`config.mk`:
```
export PLATFORM = sky130hd
export DESIGN_NAME = fb_word_streamer
export DESIGN_NICKNAME = d
export VERILOG_FILES = /design/src/rtl/fb_word_streamer.sv
export SDC_FILE = /design/constraint.sdc
export NUM_CORES = 1
export LEC_CHECK = 0
export ABC_AREA = 1
export CAP_MARGIN = 5
export CORE_MARGIN = 2
export CORE_UTILIZATION = 45
export CTS_BUF_LIST = sky130_fd_sc_hd__clkbuf_8 sky130_fd_sc_hd__clkbuf_16
export DETAILED_ROUTE_END_ITERATION = 10
export GPL_ROUTABILITY_DRIVEN = 0
export PLACE_DENSITY_LB_ADDON = 0.25
export SETUP_SLACK_MARGIN = 0.05
export SLEW_MARGIN = 10
export SYNTH_ARGS = -nofsm -noshare
export SYNTH_HDL_FRONTEND = slang
export SYNTH_SLANG_ARGS = --single-unit
```
`constraint.sdc`:
```
create_clock -name clk -period 5.2 [get_ports clk]
set_input_delay 1.56 -clock clk [delete_from_list [all_inputs] [get_ports clk]]
set_output_delay 1.56 -clock clk [all_outputs]
set_load 0.05 [all_outputs]
```
`src/rtl/fb_word_streamer.sv`:
```
// Framebuffer port-B read sequencer: streams a run of words to a consumer,
// hiding the RAM's registered read latency behind a 2-entry output buffer.
module fb_word_streamer #(
  parameter int ADDR_W = 11,
  parameter int DATA_W = 16,
  parameter int LEN_W  = 12
) (
  input  logic              clk,
  input  logic              reset,
  input  logic              start,
  input  logic [ADDR_W-1:0] start_addr,
  input  logic [LEN_W-1:0]  word_count,
  input  logic              abort,
  output logic              busy,
  output logic              done,
  output logic [ADDR_W-1:0] ram_addr,
  output logic              ram_clk_enable,
  input  logic [DATA_W-1:0] ram_data_in,
  output logic [DATA_W-1:0] out_data,
  output logic              out_valid,
  input  logic              out_ready
);

  localparam int CW = LEN_W + 1;

  typedef enum logic [1:0] {
    IDLE,
    STREAM,
    DRAIN
  } state_e;

  state_e            state_q, state_d;
  logic [ADDR_W-1:0] addr_q, addr_d;
  logic [CW-1:0]     count_q, count_d;
  logic [CW-1:0]     issued_q, issued_d;
  logic [CW-1:0]     deliv_q, deliv_d;
  logic              done_q, done_d;

  logic [DATA_W-1:0] fifo_q [2];
  logic              wr_ptr_q, wr_ptr_d;
  logic              rd_ptr_q, rd_ptr_d;
  logic [1:0]        occ_q, occ_d;
  logic              infl_q, infl_d;
  logic              valid_q, valid_d;

  logic              pop;
  logic              cap;
  logic              credit;
  logic              issue;
  logic [2:0]        pending;

  assign pop     = valid_q & out_ready;
  assign cap     = infl_q & ~abort;
  assign pending = {1'b0, occ_q} + {2'b00, infl_q};

  // A same-cycle pop frees a slot, but never issue while both slots are full.
  assign credit = (pending < 3'd2) | (pop & (occ_q != 2'd2));

  assign issue = (state_q == STREAM) & (issued_q != count_q)
               & credit & ~abort;

  always_comb begin
    state_d  = state_q;
    addr_d   = addr_q;
    count_d  = count_q;
    issued_d = issued_q;
    deliv_d  = deliv_q;
    done_d   = 1'b0;
    unique case (state_q)
      IDLE: begin
        if (start) begin
          if (word_count != '0) begin
            state_d  = STREAM;
            addr_d   = start_addr;
            count_d  = {1'b0, word_count};
            issued_d = '0;
            deliv_d  = '0;
          end else begin
            done_d = 1'b1;
          end
        end
      end
      STREAM: begin
        if (issue) begin
          addr_d   = addr_q + ADDR_W'(1);
          issued_d = issued_q + CW'(1);
          if (issued_d == count_q) begin
            state_d = DRAIN;
          end
        end
      end
      DRAIN: begin
        state_d = DRAIN;
      end
      default: begin
        state_d = IDLE;
      end
    endcase
    if ((state_q != IDLE) && pop) begin
      deliv_d = deliv_q + CW'(1);
      if (deliv_d == count_q) begin
        state_d = IDLE;
        done_d  = 1'b1;
      end
    end
    if (abort) begin
      state_d = IDLE;
      done_d  = 1'b0;
    end
  end

  always_comb begin
    wr_ptr_d = wr_ptr_q ^ cap;
    rd_ptr_d = rd_ptr_q ^ pop;
    occ_d    = occ_q + {1'b0, cap} - {1'b0, pop};
    infl_d   = issue;
    valid_d  = (occ_d != 2'd0);
    if (abort) begin
      wr_ptr_d = 1'b0;
      rd_ptr_d = 1'b0;
      occ_d    = 2'd0;
      infl_d   = 1'b0;
      valid_d  = 1'b0;
    end
  end

  always_ff @(posedge clk or negedge reset) begin
    if (!reset) begin
      state_q  <= IDLE;
      addr_q   <= '0;
      count_q  <= '0;
      issued_q <= '0;
      deliv_q  <= '0;
      done_q   <= 1'b0;
    end else begin
      state_q  <= state_d;
      addr_q   <= addr_d;
      count_q  <= count_d;
      issued_q <= issued_d;
      deliv_q  <= deliv_d;
      done_q   <= done_d;
    end
  end

  always_ff @(posedge clk or negedge reset) begin
    if (!reset) begin
      fifo_q[0] <= '0;
      fifo_q[1] <= '0;
      wr_ptr_q  <= 1'b0;
      rd_ptr_q  <= 1'b0;
      occ_q     <= 2'd0;
      infl_q    <= 1'b0;
      valid_q   <= 1'b0;
    end else begin
      if (cap) begin
        fifo_q[wr_ptr_q] <= ram_data_in;
      end
      wr_ptr_q <= wr_ptr_d;
      rd_ptr_q <= rd_ptr_d;
      occ_q    <= occ_d;
      infl_q   <= infl_d;
      valid_q  <= valid_d;
    end
  end

  assign busy           = (state_q != IDLE);
  assign done           = done_q;
  assign ram_addr       = addr_q;
  assign ram_clk_enable = issue;
  assign out_data       = fifo_q[rd_ptr_q];
  assign out_valid      = valid_q;

endmodule

```
==> results of run 1 <==
-- worst reg2reg max path, stage by stage (launching register included) --
cell and delay (ns):
dfrtp_1 0.38, inv_1 0.08, nand2_2 0.12, inv_2 0.32
nand2_1 0.15, a21oi_4 0.18, nand2_4 0.14, nand2_8 0.25
inv_2 0.12, a21oi_1 0.13, a21oi_1 0.08
-- cell families after synthesis --
| family | after synthesis |
|---|---|
| AOI/OAI and AO/OA | 114 |
| adders and majority gates | 7 |
| buffers and inverters | 118 |
| muxes | 16 |
| DFF | 90 |
| xor gates and xnor gates | 13 |
| and+or+nand+nor | 319 |
-- registers in the layout (all words and copies together), names as in the netlist --
register	cells
infl_q	1
occ_q	2
deliv_q	13
done	1
state_q	2
out_valid	1
wr_ptr_q	1
count_q	12
rd_ptr_q	1
issued_q	13
ram_addr	11
fifo_q	32
-- final timing paths --
path | startpoint | end | slack, ns | cells past startpoint
setup / recovery | out_ready | ram_clk_enable | 0.61 | 8
hold / removal | fifo_q[0] | fifo_q[0] | 0.51 | 1
setup reg to reg | state_q[1] | ram_addr[8] | 3.15 | 10
hold reg to reg | fifo_q[0] | fifo_q[0] | 0.51 | 1
max in group asynchronous | reset | fifo_q[9] | 3.02 | 2
min in group asynchronous | reset | fifo_q[28] | 1.31 | 1
-- power breakdown --
part | switching, mW | total [mW] | internal [mW] | leakage [nW]
Sequential | 0.108 | 0.935 | 0.826 | 1.17
Clock | 0.292 | 0.619 | 0.326 | 0.125
Combinational | 0.622 | 0.943 | 0.322 | 1.58
-- area by class of cell --
type / count / area (µm²) / area share (%)
multi-input cells: 469 / 2452 / 39.00
flip-flops and latches: 90 / 2252 / 35.81
repair buffers: 76 / 763.2 / 12.14
inverters: 98 / 367.9 / 5.850
clock buffers: 9 / 225.2 / 3.581
well taps: 143 / 178.9 / 2.845
clock inverters: 6 / 48.80 / 0.7760
-- stage by stage --
| step | power [mW] | hold slack (ns) |
|---|---|---|
| floorplan | 1.570 | 0.4750 |
| global placement | 1.868 | 0.4888 |
| detailed placement | 1.895 | 0.4959 |
| CTS | 2.517 | 0.5123 |
| global route | 2.622 | 0.5217 |
| finish | 2.497 | 0.5094 |
-- metal layers --
layer	up-vias	global-route usage (%)	wire length [µm]
met4	0	7.078	243
met5	-	0	0
met1	2133	26.83	5737
li1	2317	-	-
met2	134	34.23	5801
met3	16	3.430	560
-- cell usage after synthesis, drive strengths merged, types with 5 or more instances --
cell type and n:
nand2 194, inv 98, dfrtp 90, o21ai 72
nor2 56, nand3 52, a21oi 21, mux2 16
o22ai 16, clkbuf 12, xor2 11, buf 8
nand4 8, ha 7, nor3 5
==> metrics.txt, run 1 <==
status completed; Setup TNS 0 ns; H-tree levels 3; initial antenna violation count 0; Hold Buf Count CTS 0; top-area cell type share of the netlist area 43.44%; P&R area growth vs syn 21.28%; post-synthesis mux area share 3.475%; CP Max Fanout 9; Synth Area in Compound Gates 12.72%; clock period minus worst slack 4.593 ns; Post-Syn Area per Cell 7.659 µm²; Seq cells post-synth 90; filler instances about 1000; worst slew pin tran 1.017 ns; Seq/Total Area, Yosys between 40% and 50%; main area contributors after synthesis dfrtp_1 43%, nand2_1 13%, inv_1 6.8%; Iter 0 DRT Violations 284; Horiz. Die Dim roughly 110 µm; endpoints failing setup 0; Clock Latency Late Sink 0.35 ns; Mapped Area 0.005185 mm²; commonest non-fill, non-tap cell in the layout nand2_1; VDD IR max 0.3484 mV; Clock transition at path regs 0.07 ns; Synth Area in Simple Gates 27.22%; clk root buf clkbuf_16; WP data required ~3.6 ns; Die H 111.3 µm; Worst Slack Setup Final 0.6068 ns; XOR/XNOR share of the synthesized area about 2.2%; largest net degree at the start of global routing 67; CTS Buffer Depth 2; fin util 55.55%; Worst Path Arrival 3.03 ns; CP Buf/Inv Count 4; total grt overflow 0; RSZ-0062 raised after global routing no; Area after DPL 0.006015 mm²; area leader, netlist dfrtp_1; Slew HR 32.22%; FMAX 0.2177 GHz; Tcrit/Tclk final 88.33%; largest stage delay on the critical path between 0.4 and 0.5 ns; GRT Total Usage about a fifth; CORE AREA 0.01132 mm²; Post-CTS Setup Inserts 0; syn nets 728; vias in the first global route 4463; Mapped Cells just under 700; drt drc 0; die area approximately 0.012 mm²; final cell count without fillers 891; Rows 39; Worst path slowest cell clkdlybuf4s50_1; Antenna Violating Nets Remaining 0; crit end category output pin; synth warn 0; pre-CTS setup slack 0.5897 ns; most frequent cells in the layout 185 x nand2_1, 94 x inv_1, 90 x dfrtp_1, 72 x clkdlybuf4s50_1, 64 x o21ai_0; number of synthesized flops with an enable pin 0; Clock Sinks 90; routed via count 4600; Post-Route Skew 0.007476 ns; cell count after placement 876; family with the most delay on the worst path buffers and inverters; Hold WC Path Type flip-flop to flip-flop; Async S/R FF share, synth 100.0%; via density per instance a little over 5; synth unique cells 39; final instance area 0.006289 mm²; # resized after CTS 0; adder-cell share of the synthesized area 1.689%; max cap viols 0; # port buffers 74; Pre-Repair DR Iteration Count 5; CP Class primary input to output pin; Slew Limit Fails 0; CTS tree yes; first-pass GRT wire length between 20 and 25 mm; Starting Density a little under half; total CTS buffers 9; share of cells above drive strength 1 10.16%; drt wl/cell 13.85 µm; Leakage 2.872 nW; Final nets ~800; antenna fix cells 0; total count of hold-check failures in the final report 0; I/O Pins 75; DP Wirelength 9.189 mm; largest family of logic cells by synthesized area simple AND/OR/NAND/NOR gates; crit path cell chain clkdlybuf4s50_1 -> nand2_1 -> inv_1 -> nand2_1 -> a21oi_4 -> nand2_4 -> inv_1 -> buf_12; startpoint types primary input; final wirelength 12.34 mm; ys flop type dfrtp_1; PwrDens 397.0 mW/mm²
No activity file was read; power rests on OpenSTA's default activity.
==> run 2, diff against run 1 <==
TNS_END_PERCENT = 50   (was not set)
==> results of run 2 <==
Same layout as run 1: the final DEF is identical, and so are final timing and power.
